## config.mk

```make
export PLATFORM = sky130hd
export DESIGN_NAME = weighted_rr_arbiter
export DESIGN_NICKNAME = d
export VERILOG_FILES = /design/src/rtl/weighted_rr_arbiter.sv
export SDC_FILE = /design/constraint.sdc
export NUM_CORES = 1
export LEC_CHECK = 0
export CORE_MARGIN = 2
export CORE_UTILIZATION = 40
export DETAILED_ROUTE_END_ITERATION = 8
export PLACE_DENSITY = 0.76
export SYNTH_ARGS = -nofsm -noshare
export SYNTH_HDL_FRONTEND = slang
export SYNTH_SLANG_ARGS = --single-unit
```

## constraint.sdc

```tcl
create_clock -name clk -period 2 [get_ports clk]
set_input_delay 0.5 -clock clk [delete_from_list [all_inputs] [get_ports clk]]
set_output_delay 0.5 -clock clk [all_outputs]
set_load 0.02 [all_outputs]
```

## src/rtl/weighted_rr_arbiter.sv

```systemverilog
// weighted_rr_arbiter
//   Per-master arbiter choosing among N_SLAVES requesting slave ports. A slave
//   requests this master when it is valid and its destination index equals
//   `number`. Selection is round-robin from a rotating pointer. A granted slave
//   may send up to max(weight,1) consecutive packets before the pointer moves
//   on. The grant stays locked for the whole of a packet.
//
// Ports
//   clk            clock, all state on rising edge
//   rst_n          asynchronous active-low reset
//   number         index of the master served by this arbiter
//   m_ready        master can accept a beat
//   s_dest_i       packed per-slave destination index (slave i at [i*DEST_W +: DEST_W])
//   s_valid_i      per-slave beat valid
//   s_last         per-slave last-beat-of-packet flag
//   weight_i       packed per-slave packet weight (slave i at [i*WEIGHT_W +: WEIGHT_W])
//   s_ready_o      per-slave ready (only the granted slave, only while BUSY)
//   grant_valid_o  a slave currently holds the grant (BUSY or HOLD)
//   grant_idx_o    index of the granted slave
module weighted_rr_arbiter #(
  parameter int N_SLAVES = 4,
  parameter int DEST_W   = 2,
  parameter int WEIGHT_W = 3
) (
  input  logic                          clk,
  input  logic                          rst_n,
  input  logic [DEST_W-1:0]             number,
  input  logic                          m_ready,
  input  logic [N_SLAVES*DEST_W-1:0]    s_dest_i,
  input  logic [N_SLAVES-1:0]           s_valid_i,
  input  logic [N_SLAVES-1:0]           s_last,
  input  logic [N_SLAVES*WEIGHT_W-1:0]  weight_i,
  output logic [N_SLAVES-1:0]           s_ready_o,
  output logic                          grant_valid_o,
  output logic [$clog2(N_SLAVES)-1:0]   grant_idx_o
);

  localparam int IDX_W = $clog2(N_SLAVES);
  localparam logic [IDX_W:0]   N_EXT    = (IDX_W+1)'(N_SLAVES);
  localparam logic [IDX_W-1:0] LAST_IDX = IDX_W'(N_SLAVES - 1);

  typedef enum logic [1:0] {
    IDLE,
    BUSY,
    HOLD
  } state_t;

  state_t                state;
  logic [IDX_W-1:0]      grant_idx;
  logic                  grant_valid;
  logic [IDX_W-1:0]      ptr;
  logic [WEIGHT_W-1:0]   pkt_cnt;
  logic [WEIGHT_W-1:0]   weight_lat;

  logic [DEST_W-1:0]     dest_arr   [N_SLAVES];
  logic [WEIGHT_W-1:0]   weight_arr [N_SLAVES];
  logic [N_SLAVES-1:0]   req;

  logic                  sel_found;
  logic [IDX_W-1:0]      sel_idx;
  logic [IDX_W:0]        cand;
  logic [WEIGHT_W-1:0]   sel_weight;

  logic                  pkt_end;
  logic [WEIGHT_W:0]     cnt_next;
  logic                  more_pkts;
  logic [IDX_W-1:0]      ptr_after_grant;

  // Unpack the flat per-slave buses.
  for (genvar i = 0; i < N_SLAVES; i++) begin : g_unpack
    assign dest_arr[i]   = s_dest_i[i*DEST_W +: DEST_W];
    assign weight_arr[i] = weight_i[i*WEIGHT_W +: WEIGHT_W];
    assign req[i]        = s_valid_i[i] && (dest_arr[i] == number);
  end

  // First requester at or after ptr, cyclically. ptr+k stays below 2*N_SLAVES,
  // so one conditional subtract is enough for the wrap.
  always_comb begin
    sel_found = 1'b0;
    sel_idx   = '0;
    cand      = '0;
    for (int unsigned k = 0; k < N_SLAVES; k++) begin
      cand = {1'b0, ptr} + (IDX_W+1)'(k);
      if (cand >= N_EXT) begin
        cand = cand - N_EXT;
      end
      if (!sel_found && req[cand[IDX_W-1:0]]) begin
        sel_found = 1'b1;
        sel_idx   = cand[IDX_W-1:0];
      end
    end
  end

  // A zero weight still allows one packet.
  assign sel_weight = (weight_arr[sel_idx] == '0) ? WEIGHT_W'(1) : weight_arr[sel_idx];

  // Transfers only happen while BUSY; the request condition is deliberately
  // not used here so a mid-packet destination change cannot break the lock.
  assign pkt_end   = (state == BUSY) && m_ready && s_valid_i[grant_idx] && s_last[grant_idx];
  assign cnt_next  = {1'b0, pkt_cnt} + 1'b1;
  assign more_pkts = cnt_next < {1'b0, weight_lat};

  assign ptr_after_grant = (grant_idx == LAST_IDX) ? '0 : grant_idx + 1'b1;

  always_comb begin
    s_ready_o = '0;
    if (state == BUSY) begin
      s_ready_o[grant_idx] = m_ready;
    end
  end

  always_ff @(posedge clk or negedge rst_n) begin
    if (!rst_n) begin
      state       <= IDLE;
      grant_idx   <= '0;
      grant_valid <= 1'b0;
      ptr         <= '0;
      pkt_cnt     <= '0;
      weight_lat  <= '0;
    end else begin
      case (state)
        IDLE: begin
          if (sel_found) begin
            state       <= BUSY;
            grant_idx   <= sel_idx;
            grant_valid <= 1'b1;
            pkt_cnt     <= '0;
            weight_lat  <= sel_weight;
          end
        end
        BUSY: begin
          if (pkt_end) begin
            if (more_pkts) begin
              pkt_cnt <= cnt_next[WEIGHT_W-1:0];
              state   <= HOLD;
            end else begin
              ptr         <= ptr_after_grant;
              grant_valid <= 1'b0;
              state       <= IDLE;
            end
          end
        end
        HOLD: begin
          if (req[grant_idx]) begin
            state <= BUSY;
          end else begin
            ptr         <= ptr_after_grant;
            grant_valid <= 1'b0;
            state       <= IDLE;
          end
        end
        default: begin
          state       <= IDLE;
          grant_valid <= 1'b0;
        end
      endcase
    end
  end

  assign grant_valid_o = grant_valid;
  assign grant_idx_o   = grant_idx;

endmodule

```

==> impl_metrics.csv <==
group,metric,value,unit
status,outcome,"complete, no violations",
clocking,cts_max_path_buffers,2,
finish,insertedDiodeCount,0,
route,wirelength,3250,µm
sta,timing.final.crit_period,1.99,ns
finish,flow.area_growth_from_synthesis,73.3,%
setup_path,setup.worst_path.start_class,"flop",
route,num_vias,1126,
clocking,numClockSinks,13,
yosys,synthesis.nets,159,
setup_path,crit_arrival,2.15,ns
finish,layout.filler_cells,209,
route,route.detailed.drc,0,
clocking,cts_buffers,3,
yosys,async_set_or_reset_register_ratio_after_synthesis,1.00,
sta,report.final.slew_viol_count,0,
setup_path,timing.critical_path.to_type,"flop",
setup_path,worstRegToRegCells,7,
setup_path,timing.rr.start,"grant_idx_o[0]$_DFFE_PN0P_",
sta,timing_hold_violations_final,0,
setup_path,endpoint_required_time_on_the_critical_path,2.16,ns
floorplan,fp.dieH,56.8,µm
finish,layout.nets,230,
finish,ff_latch_area,327,µm²
worst_hold_path,hold_path_depth,2,
route,dr.first_iter.drc_count,18,
power,power.combinational.fraction,0.707,
finish,layout.core_utilization,0.714,
power,ir_drop,1.09,mV
placement,place.gp.congestion,0.788,
yosys,yosysWarnings,0,
sta,tightest_slew,0.593,ns
finish,final_cell_count_no_fill,220,
floorplan,number_of_rows_created_at_floorplan,19,
sta,final.period_utilization,0.994,
setup_path,critical-path-top-delay-family,"multiplexers",
yosys,netlist.area_leader.share,0.291,
worst_hold_path,hold_path.startpoint,"weight_lat[2]$_DFFE_PN0P_",
placement,placement.setup.worst_slack,-0.792,ns
setup_path,crit_type,"reg2reg",
setup_path,crit-reg2reg-capture,"pkt_cnt[0]$_DFFE_PN0P_",
floorplan,die_width,56.8,µm
route,wl_per_cell,14.8,µm
global_routing,first_pass_grt_wire_length,5350,µm
power,power.net_switching,0.919,mW
power,power.switching_fraction,0.407,
power,p_int,1.34,mW
yosys,number_of_enable_type_register_cells_in_the_synthesized_netlist,0,
placement,io_buffers,39,
sta,fin_setup_tns,0,ns
floorplan,design.portCount,40,
global_routing,globalRoute.totalOverflow,0,
finish,fraction_of_final_layout_cells_sized_beyond_drive_strength_1,0.418,
yosys,synthesis.area,1120,µm²
setup_path,worstPathBufferInverterCount,2,
placement,placed_cell_area,1780,µm²
global_routing,pin_count_of_the_biggest_net_entering_global_routing,14,
sta,max_freq,503,MHz
placement,dp_hpwl,2490,µm
clocking,tritoncts,"built",
sta,post_route_clock_skew,0.00702,ns
power,clock_power_share,0.074,
sta,worst_slew_margin_rel,0.603,
global_routing,grtUsageTotal,0.208,
clocking,path_clk_slew,0.08,ns
sta,final.setup.worst_slack,0.0126,ns
yosys,flip_flop_and_latch_count_after_synthesis,13,
sta,unrepaired_setup_endpoints_after_global_routing,"true",
yosys,syn-instance-count,119,
run,max-cap-violations,0,
yosys,yosys_most_used_dff,"sky130_fd_sc_hd__dfrtp_1",
route,vias_per_cell,5.12,
power,sequentialPowerShare,0.219,
finish,multiInputGateArea,948,µm²
clocking,htree_levels,1,
yosys,synth_largest_area_cell,"sky130_fd_sc_hd__dfrtp_1",
worst_hold_path,worst_hold_path_type,"reg2reg",
worst_hold_path,hold_end,"weight_lat[2]$_DFFE_PN0P_",
route,ant_nets,0,
setup_path,cpPeakStageDelay,0.54,ns
setup_path,cell_by_cell_trace_of_the_critical_path,"inv_2 -> mux4_2 -> nor4_2 -> buf_4 -> a21oi_2 -> a21o_1 -> mux2_4",
setup_path,timing.reg2reg.setup_slack,0.01,ns
sta,setup-violations-final,0,
placement,placedCellCount,210,
finish,finalInstanceArea,1930,µm²
clocking,later_pin_clock_latency_in_the_skew_report,0.28,ns
floorplan,initial_core_util,0.412,
setup_path,worst_setup_path_startpoint,"grant_idx_o[0]$_DFFE_PN0P_",
global_routing,antenna_found_initial,0,
floorplan,core_area,2710,µm²
power,static-leakage-power,0.935,nW
global_routing,number_of_global_route_vias_before_repair,1240,
yosys,synth_sequential_area_ratio,0.291,
yosys,post_synth_num_cell_types,38,
clocking,cts_root_buf,"sky130_fd_sc_hd__clkbuf_4",
setup_path,critical_path_peak_fanout,3,
power,power_density,1170,nW/µm²
floorplan,die_area,3230,µm²
setup_path,crit_path_top_delay_cell,"sky130_fd_sc_hd__mux4_2",
yosys,avgSynthCellArea,9.38,µm²
yosys,synth.area.top_cells,"sky130_fd_sc_hd__dfrtp_1, sky130_fd_sc_hd__ha_1, sky130_fd_sc_hd__mux2i_1",
route,first_pass_iters,4,
-- layout make-up --
type / count / share of cell area
Timing Repair Buffer: 69 / 0.294
Inverter: 7 / 0.0136
Sequential cell: 13 / 0.169
Clock buffer: 4 / 0.0136
Multi-Input combinational cell: 96 / 0.490
Tap cell: 31 / 0.0201
-- cell usage after synthesis (2+ instances only) --
library cell and count:
sky130_fd_sc_hd__inv_1 6, sky130_fd_sc_hd__mux2_2 5, sky130_fd_sc_hd__buf_6 2, sky130_fd_sc_hd__a21oi_1 5
sky130_fd_sc_hd__o221a_1 2, sky130_fd_sc_hd__nand2_1 14, sky130_fd_sc_hd__o21ai_1 3, sky130_fd_sc_hd__mux2i_1 7
sky130_fd_sc_hd__ha_1 7, sky130_fd_sc_hd__mux4_2 2, sky130_fd_sc_hd__xnor2_1 7, sky130_fd_sc_hd__nor2_1 5
sky130_fd_sc_hd__and3_1 5, sky130_fd_sc_hd__dfrtp_1 13, sky130_fd_sc_hd__nand3_1 4, sky130_fd_sc_hd__o21ai_0 9
sky130_fd_sc_hd__o21bai_1 2
-- how the worst max path moves through the flow --
stage	end	slack [ns]	cells past startpoint
after floorplan	weight_lat[0]$_DFFE_PN0P_	-0.1	8
after global placement	weight_lat[0]$_DFFE_PN0P_	-0.69	8
after detailed placement	weight_lat[0]$_DFFE_PN0P_	-0.79	8
after CTS	pkt_cnt[0]$_DFFE_PN0P_	-0.04	7
after global routing	pkt_cnt[0]$_DFFE_PN0P_	-0.07	7
final	pkt_cnt[0]$_DFFE_PN0P_	0.01	7
-- metrics by stage --
stage,hold slack [ns],power [mW]
detailed placement,0.495,1.79
finish,0.524,2.26
global route,0.556,2.45
CTS,0.512,2.11
floorplan,0.204,1.23
global placement,0.477,1.73
-- routing by layer --
metal  vias up  routed length [µm]  global-route usage
met1       520                1320               0.236
met4         0                  41              0.0299
met5         -                   0                   0
met3         4                 126              0.0369
met2        31                1760               0.407
li1        571                   -                   -
-- worst register-to-register path: cells and delay by family, from the launching register on --
| kind | cells | cell delay (ns) |
|---|---|---|
| AO/OA/AOI/OAI | 2 | 0.23 |
| buffers and inverters | 2 | 0.26 |
| flip-flops | 1 | 0.42 |
| multiplexers | 2 | 0.81 |
| AND/OR/NAND/NOR | 1 | 0.15 |
-- cells in the final DEF, fill, tap and decap left out, types with 2 or more instances in the layout --
| master | instances |
|---|---|
| sky130_fd_sc_hd__a21oi_1 | 3 |
| sky130_fd_sc_hd__a21oi_2 | 2 |
| sky130_fd_sc_hd__and3_1 | 5 |
| sky130_fd_sc_hd__buf_2 | 4 |
| sky130_fd_sc_hd__buf_4 | 29 |
| sky130_fd_sc_hd__clkbuf_2 | 6 |
| sky130_fd_sc_hd__clkbuf_4 | 3 |
| sky130_fd_sc_hd__clkdlybuf4s15_1 | 2 |
| sky130_fd_sc_hd__clkdlybuf4s50_1 | 17 |
| sky130_fd_sc_hd__dfrtp_1 | 12 |
| sky130_fd_sc_hd__dlygate4sd2_1 | 9 |
| sky130_fd_sc_hd__ha_1 | 5 |
| sky130_fd_sc_hd__ha_4 | 2 |
| sky130_fd_sc_hd__inv_1 | 6 |
| sky130_fd_sc_hd__mux2_4 | 4 |
| sky130_fd_sc_hd__mux2i_1 | 7 |
| sky130_fd_sc_hd__mux4_2 | 2 |
| sky130_fd_sc_hd__nand2_1 | 13 |
| sky130_fd_sc_hd__nand3_1 | 3 |
| sky130_fd_sc_hd__nand3_2 | 2 |
| sky130_fd_sc_hd__nor2_1 | 5 |
| sky130_fd_sc_hd__o21ai_0 | 6 |
| sky130_fd_sc_hd__o21ai_1 | 5 |
| sky130_fd_sc_hd__o21bai_1 | 2 |
| sky130_fd_sc_hd__o221a_1 | 2 |
| sky130_fd_sc_hd__xnor2_2 | 5 |
| sky130_fd_sc_hd__xnor2_4 | 3 |
-- sequential cells by signal (all words and copies together) (netlist names) --
register	cells
pkt_cnt	3
grant_idx_o	2
weight_lat	3
grant_valid_o	1
ptr	2
state	2
-- logic make-up after synthesis --
family                   Yosys count  synth area share
adder cells (fa/ha/maj)            7            0.0785
AO/OA/AOI/OAI                     30             0.182
multiplexers                      14             0.154
flip-flops                        13             0.291
XOR/XNOR                           9            0.0774
AND/OR/NAND/NOR                   36             0.170
buffers and inverters             10            0.0471
-- power groups by stage --
stage / Clock (mW) / Combinational [mW] / Sequential [mW]
2_1_floorplan: 0 / 0.720 / 0.505
3_5_place_dp: 0 / 1.32 / 0.479
5_1_grt: 0.183 / 1.76 / 0.508
4_1_cts: 0.170 / 1.47 / 0.477
3_3_place_gp: 0 / 1.26 / 0.472
6_report: 0.167 / 1.60 / 0.494
-- repair_timing --
action,4_1_cts,5_1_grt
gates resized for setup,54,25
cloned,0,0
buffers inserted,6,1
pin swaps,21,13
hold buffers,0,0
endpoints found under the setup margin,16,13
No activity file was read; power rests on OpenSTA's default activity.
==> RTL change: new RTL, same settings <==
`WEIGHT_W`: 3 -> 6.
--- a/src/rtl/weighted_rr_arbiter.sv
+++ b/src/rtl/weighted_rr_arbiter.sv
@@ -22,3 +22,3 @@
   parameter int DEST_W   = 2,
-  parameter int WEIGHT_W = 3
+  parameter int WEIGHT_W = 6
 ) (
Interface: changed (resized weight_i); port bits go from 40 to 52. No check against the original RTL was run, so the function may have changed too.
==> RTL change against the original RTL <==
The flow now finishes with violations (negative setup slack). Sequential cell count grew 6. First-iteration DRC count rose to 3.8 times the old value. Worst setup slack got worse by 0.51 ns. Clock power increased by 61%. Wire length up 26%. Design area up 35%. Power increased by 8.1%. Hold slack got worse by 0.027 ns. Area after synthesis rose by 45%. Largest power group unchanged. Highest routed layer unchanged.
==> RTL change: results (changes against the original RTL) <==
worst vdd ir - 0.385 mV (was 1.09 mV)
HPWL Detailed - 3.13 mm (was 2.49 mm)
DRT iter0 DRCs - 69 (was 18)
seq_cells - 19 (was 13)
multi-input combinational cell count - 135 (was 96)
Clock Skews - 0.00288 ns (was 0.00702 ns)
grt met1 use - 0.249 (was 0.236)
worst setup margin - -0.501 ns (was 0.0126 ns)
sequential cell area share - 0.181 (was 0.169)
violations in the final reports - negative setup slack
Hold Path Sink - weight_lat[4] (was weight_lat[2])
GRT Util Overall - 0.195 (was 0.208)
Synthesized Nets - 223 (was 159)
crit path launch - pkt_cnt[0] (was grant_idx_o[0])
met2 wire len - 2.14 mm (was 1.76 mm)
GPL Wtd Cong - 0.830 (was 0.788)
sequential area share after synthesis - 0.293 (was 0.291)
status - finished, violations left (was complete, no violations)
total negative setup slack - -3.75 ns (was 0 ns)
post-layout util - 0.665 (was 0.714)
final setup fails - 14 (was 0)
met3 WL - 91 um (was 126 um)
WP data arrival - 2.64 ns (was 2.15 ns)
post-place setup slack - -0.928 ns (was -0.792 ns)
met3 usage - 0.0117 (was 0.0369)
# port buffers - 51 (was 39)
worst r2r src - pkt_cnt[0] (was grant_idx_o[0])
largest net degree at the start of global routing - 20 (was 14)
synth cell count leaders - 23 x nand2_1, 19 x dfrtp_1, 17 x mux2i_1 (was 14 x nand2_1, 13 x dfrtp_1, 9 x o21ai_0)
vias in the first global route - 1544 (was 1240)
Final nets - 311 (was 230)
Area after DPL - 2420 um^2 (was 1780 um^2)
delay-heaviest family, CP - compound AO/OA/AOI/OAI gates (was multiplexers)
post-synthesis compound-gate area fraction - 0.144 (was 0.182)
P_leak - 1.20 nW (was 0.935 nW)
final non-filler cell area - 2620 um^2 (was 1930 um^2)
Critical Path Max Stage Delay - 0.41 ns (was 0.54 ns)
Hold Startpoint - weight_lat[4] (was weight_lat[2])
Synth area leaders - dfrtp_1 29%, mux2i_1 10%, ha_1 7.7% (was dfrtp_1 29%, ha_1 7.8%, mux2i_1 6.3%)
CTS root buf - clkbuf_8 (was clkbuf_4)
CP Max Fanout - 2 (was 3)
bufs w/o clock - 89 (was 69)
post-synthesis mux area share - 0.174 (was 0.154)
first-pass GRT wire length - 6.92 mm (was 5.35 mm)
Avg WL per Cell - 13.4 um (was 14.8 um)
## RTL change: cell types whose count changed in the layout (fill, tap and decap cells not counted), moves of 4 or more
cell | unedited run | this run
nand2_1 | 13 | 23
dfrtp_1 | 12 | 19
mux2i_1 | 7 | 17
buf_4 | 29 | 36
nand3_1 | 3 | 7
clkdlybuf4s50_1 | 17 | 33
o21a_1 | 0 | 5
## RTL change: repair_timing
item	CTS	global route
pin swaps	11	20
resized for setup	56	19
endpoints found under the setup margin	24	23
setup buffers	4	3
## RTL change: power breakdown
group,total [mW],switching [mW],internal (mW)
clock network,0.269,0.130,0.138
logic,1.53,0.662,0.869
registers,0.642,0.123,0.519
total,2.44,0.915,1.53
## RTL change: metrics by stage
step	hold slack, ns	cells	power (mW)
6_report	0.497	305	2.44
5_1_grt	0.519	305	2.63
4_1_cts	0.502	303	2.39
3_5_place_dp	0.486	295	1.98
3_3_place_gp	0.470	295	1.93
2_1_floorplan	0.204	168	1.41
